[src/rtl/mem_port_arbiter.sv]
// Shares one OBI-style memory port between the fetch and load/store requesters.
// An in-order ID FIFO steers each memory response back to the requester that issued it.
module mem_port_arbiter #(
    parameter int WORD_WIDTH      = 32,
    parameter int MAX_OUTSTANDING = 2,
    parameter int DATA_PRIORITY   = 1
) (
    input  logic                  clk,
    input  logic                  rst_n,
    input  logic                  instr_req_i,
    input  logic [WORD_WIDTH-1:0] instr_addr_i,
    output logic                  instr_gnt_o,
    output logic                  instr_rvalid_o,
    output logic [WORD_WIDTH-1:0] instr_rdata_o,
    input  logic                  data_req_i,
    input  logic [WORD_WIDTH-1:0] data_addr_i,
    input  logic                  data_we_i,
    input  logic [3:0]            data_be_i,
    input  logic [WORD_WIDTH-1:0] data_wdata_i,
    output logic                  data_gnt_o,
    output logic                  data_rvalid_o,
    output logic [WORD_WIDTH-1:0] data_rdata_o,
    output logic                  mem_req_o,
    output logic [WORD_WIDTH-1:0] mem_addr_o,
    output logic                  mem_we_o,
    output logic [3:0]            mem_be_o,
    output logic [WORD_WIDTH-1:0] mem_wdata_o,
    input  logic                  mem_gnt_i,
    input  logic                  mem_rvalid_i,
    input  logic [WORD_WIDTH-1:0] mem_rdata_i,
    output logic                  err_o,
    output logic [1:0]            arb_state
);

    // Handshake: a request is accepted on any cycle where mem_req_o and mem_gnt_i
    // are both high; the matching x_gnt_o pulses in that same cycle, and the
    // requester must hold req and its payload stable until then.

    typedef enum logic [1:0] {
        FREE     = 2'd0,
        LOCKED_I = 2'd1,
        LOCKED_D = 2'd2
    } arb_state_e;

    localparam int CNT_W = $clog2(MAX_OUTSTANDING + 1);

    arb_state_e                 state_q, state_d;
    logic                       last_data_q;
    logic [MAX_OUTSTANDING-1:0] id_q, id_d;
    logic [CNT_W-1:0]           cnt_q, cnt_d, cnt_base;
    logic                       err_q;
    logic                       fifo_full, fifo_empty;
    logic                       sel_data, req_any, issue, pop;

    always_comb begin
        fifo_full  = (cnt_q == CNT_W'(MAX_OUTSTANDING));
        fifo_empty = (cnt_q == '0);
        sel_data   = 1'b0;
        req_any    = 1'b0;
        case (state_q)
            LOCKED_I: req_any = 1'b1;
            LOCKED_D: begin
                req_any  = 1'b1;
                sel_data = 1'b1;
            end
            default: begin
                req_any = instr_req_i | data_req_i;
                // On a tie in round-robin mode, whoever was not granted last wins.
                if (instr_req_i && data_req_i)
                    sel_data = (DATA_PRIORITY != 0) ? 1'b1 : ~last_data_q;
                else
                    sel_data = data_req_i;
            end
        endcase
        mem_req_o = rst_n & req_any & ~fifo_full;
        issue     = mem_req_o & mem_gnt_i;
        pop       = mem_rvalid_i & ~fifo_empty;
    end

    always_comb begin
        state_d = state_q;
        case (state_q)
            FREE: begin
                if (mem_req_o && !mem_gnt_i)
                    state_d = sel_data ? LOCKED_D : LOCKED_I;
            end
            LOCKED_I, LOCKED_D: begin
                if (issue)
                    state_d = FREE;
            end
            default: state_d = FREE;
        endcase
    end

    // Head of the ID FIFO is always bit 0; a pop shifts the queue down.
    always_comb begin
        id_d     = pop ? (id_q >> 1) : id_q;
        cnt_base = pop ? (cnt_q - CNT_W'(1)) : cnt_q;
        cnt_d    = issue ? (cnt_base + CNT_W'(1)) : cnt_base;
        for (int k = 0; k < MAX_OUTSTANDING; k++) begin
            if (issue && (cnt_base == CNT_W'(k)))
                id_d[k] = sel_data;
        end
    end

    always_ff @(posedge clk or negedge rst_n) begin
        if (!rst_n) begin
            state_q     <= FREE;
            last_data_q <= 1'b1;
            id_q        <= '0;
            cnt_q       <= '0;
            err_q       <= 1'b0;
        end else begin
            state_q <= state_d;
            id_q    <= id_d;
            cnt_q   <= cnt_d;
            if (issue)
                last_data_q <= sel_data;
            if (mem_rvalid_i && fifo_empty)
                err_q <= 1'b1;
        end
    end

    always_comb begin
        instr_gnt_o    = issue & ~sel_data;
        data_gnt_o     = issue & sel_data;
        instr_rvalid_o = rst_n & pop & ~id_q[0];
        data_rvalid_o  = rst_n & pop & id_q[0];
        instr_rdata_o  = rst_n ? mem_rdata_i : '0;
        data_rdata_o   = rst_n ? mem_rdata_i : '0;
        mem_addr_o     = '0;
        mem_we_o       = 1'b0;
        mem_be_o       = 4'h0;
        mem_wdata_o    = '0;
        if (rst_n) begin
            if (sel_data) begin
                mem_addr_o  = data_addr_i;
                mem_we_o    = data_we_i;
                mem_be_o    = data_be_i;
                mem_wdata_o = data_wdata_i;
            end else begin
                mem_addr_o = instr_addr_i;
                mem_be_o   = 4'hF;
            end
        end
        err_o     = err_q;
        arb_state = state_q;
    end

endmodule

[config.mk]
export PLATFORM = sky130hd
export DESIGN_NAME = mem_port_arbiter
export DESIGN_NICKNAME = d
export VERILOG_FILES = /design/src/rtl/mem_port_arbiter.sv
export SDC_FILE = /design/constraint.sdc
export NUM_CORES = 1
export LEC_CHECK = 0
export BUFFER_PORTS_ARGS = -buffer_cell sky130_fd_sc_hd__buf_2
export CORE_AREA = 5 5 106 108
export CTS_CLUSTER_SIZE = 30
export DETAILED_ROUTE_END_ITERATION = 8
export DIE_AREA = 0 0 111 113
export MAX_ROUTING_LAYER = met4
export PLACE_DENSITY = 0.51
export SLEW_MARGIN = 20
export SYNTH_ARGS = -nofsm -noshare
export SYNTH_HDL_FRONTEND = slang
export SYNTH_SLANG_ARGS = --single-unit
[constraint.sdc]
create_clock -name clk -period 4.1 [get_ports clk]
set_clock_uncertainty 0.2 [all_clocks]
set_input_delay 0.615 -clock clk [delete_from_list [all_inputs] [get_ports clk]]
set_output_delay 0.615 -clock clk [all_outputs]
set_load 0.02 [all_outputs]
==> After elaboration in Yosys (flattened, before gate mapping) <==
Cells that the tools add are included.
{ "op_classes": {"addsub": 2, "n_eq_ne": 6, "n_mux": 21, "bitwise_logic": 14, "reduce_logical": 13} }
{ "ops": {"columns": ["op", "n"], "rows": [
  ["$mux 32", 5],
  ["$mux 2", 6],
  ["$and 1x1->1", 9],
  ["$mux 4", 2],
  ["$logic_not 2->1", 3],
  ["$mux 1", 6],
  ["$logic_and 1x1->1", 5],
  ["$eq 2x1->1 const B", 2],
  ["$eq 2x2->1 const B", 2],
  ["$not 1->1", 4],
  ["$pmux 2 s2", 1],
  ["$reduce_bool 2->1", 2],
  ["$add 2x1->2 const B", 1],
  ["$ne 2x1->1 const B", 1],
  ["$ne 2x2->1 const B", 1],
  ["$pmux 1 s2", 1],
  ["$reduce_and 2->1", 1],
  ["$reduce_or 2->1", 1],
  ["$sub 2x1->2 const B", 1],
  ["$logic_not 1->1", 1],
  ["$or 1x1->1", 1]
]} }
{ "totals": {"reg_bits": 7, "inputBits": 139, "word_cells": 61} }

==> Longest topological paths before layout <==
Gate-level depths: netlist (run 1).
{ "depth": {"ltp_word": 8, "mapped_depth": 8} }

==> Worst setup path after synthesis (run 1) <==
Ideal clock, no wire load.
{ "synth_timing": {"kind": "register -> output", "startpoint": "register state_q[0], in the netlist arb_state[0]", "endpoint": "output port mem_addr_o[9]", "arrival_ns": 1.965, "t_required_ns": 3.285, "path_slack_ns": 1.320, "path_stages_with_launch": 7, "cell_sequence": "dfrtp_1 inv_1 ha_1 mux2i_1 buf_2 nand2_1 a21boi_0"} }
{ "synth_via": {"elab_chain_len": 4, "word_cells_on_any_way": 5} }
{ "synth_rtl": {"columns": ["element", "line", "rtl"], "rows": [
  ["from (decl)", "47", "arb_state_e state_q, state_d;"],
  ["from (signal assigned)", "114", "state_q <= state_d;"],
  ["$eq 2x2->1 / $eq 2x1->1 (equally long branches)", "60", "case (state_q)"],
  ["$pmux 1 s2 *", "60", null],
  ["$mux 32 *", "136", "if (sel_data) begin"],
  ["$mux 32 *", "135", "if (rst_n) begin"],
  ["to (decl)", "24", "output logic [WORD_WIDTH-1:0] mem_addr_o,"]
]} }
Every way passes the cells marked *; elsewhere a longest branch is shown, timed or not.

==> Final worst setup path (run 1) <==
{ "layout_timing": {"startpoint": "register state_q[0], in the netlist arb_state[0]", "endpoint": "output port mem_be_o[0]"} }
{ "layout_via": {"elab_chain_len": 4, "word_cells_on_any_way": 5} }
{ "layout_rtl": {"columns": ["element", "line", "rtl"], "rows": [
  ["$eq 2x2->1 / $eq 2x1->1 (equally long branches)", "60", null],
  ["$pmux 1 s2 *", "60", null],
  ["$mux 4 *", "136", null],
  ["$mux 4 *", "135", null],
  ["to (decl)", "26", "output logic [3:0] mem_be_o,"]
]} }
Marks and branches as above.

==> results of run 1 <==
report_power, final:
group / leakage [nW] / switching (mW) / internal, mW / total [mW]
logic: 1.93 / 0.635 / 0.363 / 0.998
registers: 0.0868 / 0.0187 / 0.0937 / 0.112
clock network: 0.0228 / 0.0310 / 0.0674 / 0.0984
worst min-delay path by stage:
| stage | endpoint | slack, ns |
|---|---|---|
| 6_report | cnt_q[1] | 0.23 |
| 5_1_grt | cnt_q[1] | 0.29 |
| 3_3_place_gp | err_o | 0.24 |
| 2_1_floorplan | arb_state[0] | 0.12 |
| 3_5_place_dp | err_o | 0.24 |
| 4_1_cts | err_o | 0.24 |
state kept, by name (all words and copies together) (netlist names):
name and flops:
err_o 1, cnt_q 2, id_q 2, arb_state 2
synthesized netlist by cell type:
| master | instances |
|---|---|
| nand2_1 | 68 |
| mux2_4 | 1 |
| and2_1 | 32 |
| nand2b_1 | 2 |
| dfrtp_1 | 7 |
| clkbuf_1 | 15 |
| xnor2_1 | 2 |
| buf_2 | 4 |
| nor3_2 | 1 |
| inv_1 | 4 |
| ha_1 | 5 |
| a21boi_0 | 4 |
| o21a_1 | 4 |
| a21o_1 | 1 |
| nor2_2 | 1 |
| mux2i_1 | 4 |
| nor2b_1 | 1 |
| nand3_1 | 1 |
| o211ai_1 | 1 |
| a21oi_1 | 3 |
| buf_4 | 33 |
| a21boi_1 | 28 |
| nand3b_1 | 1 |
| a22o_1 | 2 |
| buf_6 | 3 |
| nor2_1 | 8 |
| o21ai_0 | 1 |
| nor3_1 | 1 |
| and3_1 | 36 |
cell type report:
class / instances / area (um2) / area share (%)
inverter: 4 / 15.01 / 0.4898
tap: 136 / 170.2 / 5.551
clock buffer: 4 / 45.04 / 1.469
timing repair buffer: 283 / 1426 / 46.53
sequential: 7 / 175.2 / 5.714
multi-input combinational: 208 / 1234 / 40.24
layout by cell type, fill, tap and decap left out, types with 4 or more instances in the layout:
cell type	netlist	layout
buf_2	4	279
o21a_1	4	4
dfrtp_1	7	7
buf_4	33	4
and2_1	32	32
and3_1	36	36
a21boi_0	4	4
a21boi_1	28	28
inv_1	4	4
ha_1	5	5
nor2_1	8	8
nand2_1	68	68
per-layer routing:
layer / share of wire [%] / track usage [%] / vias to the layer above
met4: 1.3 / 3.038 / 0
met2: 50 / 21.80 / 115
met3: 6.5 / 2.620 / 10
li1: - / - / 1332
met1: 43 / 15.96 / 1156
met5: 0 / - / -
metrics by stage:
step           cells  setup WS, ns  cell area, um2
6_report         642        0.7494            3065
5_1_grt          642        0.5493            3065
4_1_cts          642        0.7325            3065
3_5_place_dp     638        0.9815            3020
3_3_place_gp     638         1.006            3020
2_1_floorplan    274         1.320            1769
cells by family (layout without fill, tap and decap cells):
group | Yosys count | count (layout) | synth area share (%)
xor+xnor | 2 | 2 | 0.9903
buf+inv | 59 | 291 | 21.07
flops | 7 | 7 | 9.901
simple gates | 152 | 152 | 43.14
compound gates | 44 | 44 | 18.25
mux | 5 | 5 | 3.112
fa+ha+maj | 5 | 5 | 3.536
critical path: cells and delay by family (launching register included):
kind | cells | cell delay (ns)
mux | 1 | 0.86
buf+inv | 3 | 0.51
fa+ha+maj | 1 | 0.44
flops | 1 | 0.36
compound gates | 1 | 0.12
==> results_dict.tcl, run 1 <==
set metrics [dict create \
    core_area_um2 10140 \
    htree_levels 1 \
    syn-cell-area_um2 1769 \
    slew_violations 0 \
    crit_path_start "arb_state[0]" \
    tightest_slew_ns 0.9727 \
    drt_iter0_markers 127 \
    worst_skew_pair.late_latency_ns 0.23 \
    area_growth_pct 73.27 \
    timing.hold.ws_ns 0.2279 \
    crit_fanout 35 \
    period_share_pct 81.72 \
    r2r_end "id_q[1]" \
    routedWlPerCell_um 14.24 \
    boundaryPins 280 \
    peakVddDrop_mv 0.2829 \
    portBuffers 279 \
    die_x_um 111 \
    arrival_ns 2.54 \
    firstDrtPassIters 4 \
    layout-drive-gt1-share_pct 57.31 \
    postLayoutCoreUtil_pct 30.24 \
    grt_pass1_vias 2467 \
    synth_fp_nets 418 \
    yosysTopAreaCell "nand2_1" \
    die-area_um2 12540 \
    grt_use_total_pct 12.93 \
    cts_buffers 3 \
    fmaxAchievable_ghz 0.2985 \
    antenna_found_initial 0 \
    tns_ns 0 \
    drc 0 \
    grt_pass1_wl_um 13230 \
    drt-total-wl_um 9142 \
    gp_congestion 0.8708 \
    crit_type "reg -> out" \
    nNetsFinal 651 \
    critPathMaxStageDelay_ns 0.86 \
    initial_core_util_pct 17.45 \
    gr-total-overflow 0 \
    drv_cap 0 \
    placementRows 37 \
    diodes 0 \
    critPathLaunchType "flop" \
    clkTransAtPathRegs_ns 0.04 \
    grt_max_degree 68 \
    fill_cells 1109 \
    slew_headroom_pct 33.77 \
    hpwl_um 7820 \
    post_cts_buffers 0 \
    worstPathRequired_ns 3.28 \
    p_total_mw 1.208 \
    netlist_top_cells_area "nand2_1 14%, buf_4 14%, and3_1 13%, a21boi_1 12%, and2_1 11%" \
    yosys_register_bits 7 \
    period_needed_ns 3.351 \
    yosysWarnings 0 \
    setup_viol 0 \
    min_path_type "in -> async" \
    p_leak_nw 2.035 \
    hold_violations 0 \
    ant_nets 0 \
    cts-root-buf "clkbuf_8" \
    endpoint "mem_be_o[0]" \
    seq_area_frac_synth_pct 9.901 \
    reg2reg_from "arb_state[0]" \
    rr_worst_depth 5 \
    ys_types 29 \
    die_h_um 113 \
    cts_tree "yes" \
    clock_sinks 7 \
    rsz0062_at_grt "no" \
    vias 2613 \
    power.density_nw_per_um2 394.2 \
    synth.avg_cell_area_um2 6.457 \
    ctsHoldBuffers 0 \
    yosysTopAreaCellShare_pct 14.43 \
    cpMaxStageDelayCell "mux2i_4" \
    status "completed" \
    viasPerCell 4.070 \
    clock_path_buffers 2 \
    regToRegSetupSlack_ns 1.68 \
    cp-end-kind "output pin" \
    crit_chain "inv_1 > ha_1 > mux2i_4 > buf_4 > o21a_1 > buf_2" \
    syn-instance-count 274 \
    cts_resized 0 \
]
Note: power is estimated with default switching activity, not from simulation.
==> run 2: changes to the inputs <==
CORE_AREA = 5 5 105 107   (was 5 5 106 108)
DIE_AREA = 0 0 110 112   (was 0 0 111 113)
PLACE_DENSITY = 0.54   (was 0.51)
clock period = 2.8 ns   (was 4.1 ns; I/O delays follow)
==> results_dict.tcl, run 2 (synthesis gave the netlist of run 1 again) <==
set metrics [dict create \
    grt_max_degree 68 \
    gr-total-overflow 0 \
    layout_common_cells "279 x buf_2, 68 x nand2_1, 36 x and3_1, 32 x and2_1, 28 x a21boi_1" \
    tightest_slew_ns 0.4711 \
    drc 0 \
    clock_sinks 7 \
    fill_cells 1142 \
    crit_fanout 19 \
    nNetsFinal 654 \
    period_needed_ns 2.677 \
    p_total_mw 1.947 \
    seq_power_share_pct 8.5 \
    placementRows 37 \
    combPwrFrac_pct 84.3 \
    power.switching_mw 1.066 \
    diodes 0 \
    p_leak_nw 2.073 \
    clock_power_share_pct 7.2 \
    peakVddDrop_mv 0.4553 \
    rr_worst_depth 7 \
    die_x_um 110 \
    hold_violations 0 \
    cpMaxStageDelayCell "dfrtp_1" \
    arrival_ns 2.06 \
    cts_tree "yes" \
    grt_pass1_vias 2364 \
    fin_area_um2 3162 \
    cts_buffers 3 \
    layout-drive-gt1-share_pct 57.76 \
    slew_headroom_pct 68.53 \
    cts-root-buf "clkbuf_8" \
    clkTransAtPathRegs_ns 0.04 \
    crit_type "reg -> out" \
    setup_viol 0 \
    worstPathRequired_ns 2.18 \
    initial_core_util_pct 17.61 \
    slew_violations 0 \
    portBuffers 279 \
    worst_skew_pair.late_latency_ns 0.23 \
    antenna_found_initial 0 \
    gp_congestion 0.9016 \
    clock_path_buffers 2 \
    critPathLaunchType "flop" \
    final_common_cell "buf_2" \
    fmaxAchievable_ghz 0.3735 \
    reg2reg_from "cnt_q[0]" \
    min_path_type "in -> async" \
    grt_pass1_wl_um 12160 \
    p_sw_share_pct 54.74 \
    boundaryPins 280 \
    die_h_um 112 \
    htree_levels 1 \
    drv_cap 0 \
    ctsHoldBuffers 0 \
    r2r_end "cnt_q[1]" \
    routedWlPerCell_um 14.39 \
    die-area_um2 12320 \
    multiInputGateArea_um2 1272 \
    hpwl_um 7297 \
    tns_ns 0 \
    critPathMaxStageDelay_ns 0.38 \
    placed_area_um2 3025 \
    grt_use_total_pct 12.37 \
    rsz0062_at_grt "no" \
    firstDrtPassIters 4 \
    period_share_pct 95.62 \
    register_area_um2 175.2 \
    regToRegSetupSlack_ns 0.75 \
    drt-total-wl_um 9280 \
    p_int_mw 0.8814 \
    core_area_um2 10050 \
    viasPerCell 4.115 \
    cp-end-kind "output pin" \
    drt_iter0_markers 101 \
    crit_chain "inv_1 > ha_4 > mux2i_4 > buf_12 > clkbuf_16 > nand2_1 > a21boi_1 > buf_2" \
    vias 2654 \
    status "completed" \
    power.density_nw_per_um2 615.9 \
    ant_nets 0 \
    area_growth_pct 78.71 \
]
==> run 2: cell types whose count changed in the layout (fill, tap and decap cells not counted) <==
| cell | previous run | this run |
|---|---|---|
| buf_12 | 0 | 2 |
| buf_4 | 4 | 3 |
| clkbuf_16 | 0 | 1 |
| ha_1 | 5 | 4 |
| ha_4 | 0 | 1 |
| mux2_8 | 0 | 1 |
==> run 2: worst max-delay path: cells and delay by family, from the launching register on <==
kind / cells / cell delay (ns)
muxes: 1 / 0.33
buffers and inverters: 4 / 0.58
DFF: 1 / 0.38
and+or+nand+nor: 1 / 0.06
adders and majority gates: 1 / 0.34
AOI/OAI and AO/OA: 1 / 0.13
==> run 2: repair_timing <==
| item | CTS | global route |
|---|---|---|
| setup endpoints to repair | 35 | 40 |
| setup buffers | 0 | 2 |
| endpoints found under the hold margin | 0 | 0 |
| gates resized for setup | 1 | 2 |
| cloned | 0 | 2 |
==> run 2: worst max path at each step <==
stage                            start              to  slack [ns]  cells after the start
after floorplan           arb_state[0]   mem_addr_o[9]        0.21                      6
after global placement    arb_state[0]  mem_addr_o[20]        0.17                      6
after detailed placement  arb_state[1]  mem_addr_o[20]        0.14                      6
after CTS                 arb_state[1]  mem_addr_o[20]        0.05                      7
after global routing      arb_state[1]  mem_addr_o[20]        0.03                      7
final                     arb_state[1]  mem_addr_o[16]        0.12                      8
==> run 2: layer usage <==
metal	track usage, %	vias up	share of wire, %
met5	-	-	0
met4	1.247	0	0.75
met2	21.28	117	49
li1	-	1336	-
met1	15.57	1191	42
met3	2.029	10	8.3
==> run 2: power by group through the flow <==
stage          Combinational (mW)  Clock (mW)  Sequential [mW]
6_report                     1.64       0.141            0.166
5_1_grt                      1.78       0.151            0.169
4_1_cts                      1.50       0.144            0.164
3_5_place_dp                 1.48           0            0.165
3_3_place_gp                 1.46           0            0.165
2_1_floorplan                1.04           0            0.173
==> run 2: metrics by stage <==
step                utilization, %  instances  setup WS, ns  hold WS (ns)
floorplan                        -        274        0.2149      -0.07559
global placement             30.12        637        0.1743        0.2352
detailed placement           30.12        637        0.1353        0.2469
CTS                          30.68        641       0.04550       0.07801
global route                 31.47        645       0.02913        0.1103
finish                       31.47        645        0.1225       0.06367
==> run 2: layout make-up <==
| type | count | share of cell area (%) |
|---|---|---|
| multi-input cells | 209 | 40.25 |
| flip-flops and latches | 7 | 5.540 |
| repair buffers | 285 | 46.93 |
| inverters | 4 | 0.4749 |
| clock buffers | 4 | 1.425 |
| well taps | 136 | 5.382 |
==> run 3: changes to the inputs <==
PLACE_DENSITY = 0.64   (was 0.54)
==> results_dict.tcl, run 3 (synthesis gave the netlist of run 1 again) <==
set metrics [dict create \
    grt_pass1_wl_um 13520 \
    power.density_nw_per_um2 617.9 \
    layout-drive-gt1-share_pct 58.06 \
    worstPathRequired_ns 2.18 \
    fmaxAchievable_ghz 0.3619 \
    p_sw_share_pct 54.03 \
    slew_violations 0 \
    crit_chain "inv_1 > ha_1 > buf_4 > mux2i_4 > buf_12 > clkbuf_16 > nand2_1 > a21boi_1 > buf_4" \
    crit_path_start "arb_state[0]" \
    antenna_found_initial 0 \
    die-area_um2 12320 \
    period_needed_ns 2.763 \
    worst_skew_pair.late_latency_ns 0.23 \
    tightest_slew_ns 0.4608 \
    arrival_ns 2.14 \
    register_area_um2 175.2 \
    vias 2659 \
    layout_common_cells "276 x buf_2, 68 x nand2_1, 36 x and3_1, 32 x and2_1, 28 x a21boi_1" \
    reg2reg_from "arb_state[0]" \
    peakVddDrop_mv 0.8468 \
    grt_pass1_vias 2463 \
    cts-root-buf "clkbuf_8" \
    grt_use_total_pct 13.92 \
    drv_cap 0 \
    drt-total-wl_um 9820 \
    gp_congestion 0.8158 \
    routedWlPerCell_um 15.08 \
    firstDrtPassIters 5 \
    instances_no_fill 651 \
    power.switching_mw 1.074 \
    gr-total-overflow 0 \
    fin_ws_ns 0.03683 \
    p_int_mw 0.9133 \
    grt_max_degree 68 \
    viasPerCell 4.084 \
    multiInputGateArea_um2 1245 \
    diodes 0 \
    htree_levels 1 \
    seq_power_share_pct 8.2 \
    period_share_pct 98.68 \
    core_area_um2 10050 \
    min_path_type "in -> reg" \
    combPwrFrac_pct 84.4 \
    critPathLaunchType "flop" \
    crit_fanout 19 \
    cp_top_family "buffers and inverters" \
    area_growth_pct 81.75 \
    cp.depth 9 \
    status "completed" \
    regToRegSetupSlack_ns 0.76 \
    final_common_cell "buf_2" \
    endpoint "mem_addr_o[7]" \
    hpwl_um 7858 \
    critPathMaxStageDelay_ns 0.36 \
    dp_worst_setup_slack_ns 0.2438 \
    die_h_um 112 \
    clock_power_share_pct 7.4 \
    cp-end-kind "output pin" \
    placementRows 37 \
    cpMaxStageDelayCell "dfrtp_1" \
    clock_path_buffers 2 \
    hold_violations 0 \
    slew_headroom_pct 69.22 \
    p_leak_nw 2.111 \
    dp.cells 638 \
    rr_worst_depth 7 \
    portBuffers 279 \
    postLayoutCoreUtil_pct 32.01 \
    initial_core_util_pct 17.61 \
    clock_sinks 7 \
    ant_nets 0 \
    clkTransAtPathRegs_ns 0.04 \
    cts_tree "yes" \
    crit_type "reg -> out" \
    drc 0 \
    die_x_um 110 \
    crit_buf_inv 5 \
    boundaryPins 280 \
    worst_path_most_repeated_cell "buf_4" \
    drt_iter0_markers 130 \
    cts_buffers 3 \
    r2r_end "arb_state[0]" \
    setup_viol 0 \
    nNetsFinal 660 \
    fill_cells 1119 \
]
-- run 3: power by group through the flow --
stage,sequential [mW],combinational (mW),clock (mW)
5_1_grt,0.167,1.83,0.157
6_report,0.163,1.68,0.147
4_1_cts,0.165,1.52,0.149
3_3_place_gp,0.166,1.49,0
2_1_floorplan,0.173,1.04,0
3_5_place_dp,0.167,1.49,0
-- run 3: how the worst min path moves through the flow --
stage	startpoint	to	slack (ns)	cells after the start
floorplan	rst_n	arb_state[0]	-0.08	0
global placement	rst_n	cnt_q[1]	0.04	1
detailed placement	rst_n	cnt_q[1]	0.04	1
CTS	mem_rvalid_i	err_o	0.21	2
global route	mem_rvalid_i	err_o	0.22	2
finish	mem_rvalid_i	err_o	0.21	2
-- run 3: metrics by stage --
stage          TNS (ns)  hold WS (ns)  power, mW  area, um2
2_1_floorplan         0      -0.07559      1.208       1769
3_3_place_gp          0       0.03834      1.659       3033
3_5_place_dp          0       0.03506      1.659       3033
4_1_cts               0        0.2103      1.836       3100
5_1_grt        -0.05553        0.2176      2.151       3216
6_report              0        0.2133      1.987       3216
-- run 3: what timing repair did --
item	in CTS	in global routing
hold buffers	1	0
cloned	0	2
endpoints found under the hold margin	2	0
setup endpoints to repair	1	31
pin swaps	0	0
gates resized for setup	1	3
buffers inserted	0	6
-- run 3: layout make-up --
class / instances / area share (%)
clock buffers: 3 / 1.284
clock inverters: 1 / 0.1556
inverters: 4 / 0.4669
multi-input cells: 208 / 38.72
flip-flops and latches: 7 / 5.447
well taps: 136 / 5.292
repair buffers: 292 / 48.64
-- run 3: layer usage --
metal  vias up  share of wire, %  global-route usage, %
met3         5               7.5                  1.855
met1      1194                45                  19.22
met4         0              0.55                  1.746
li1       1347                 -                      -
met5         -                 0                      -
met2       113                47                  22.13
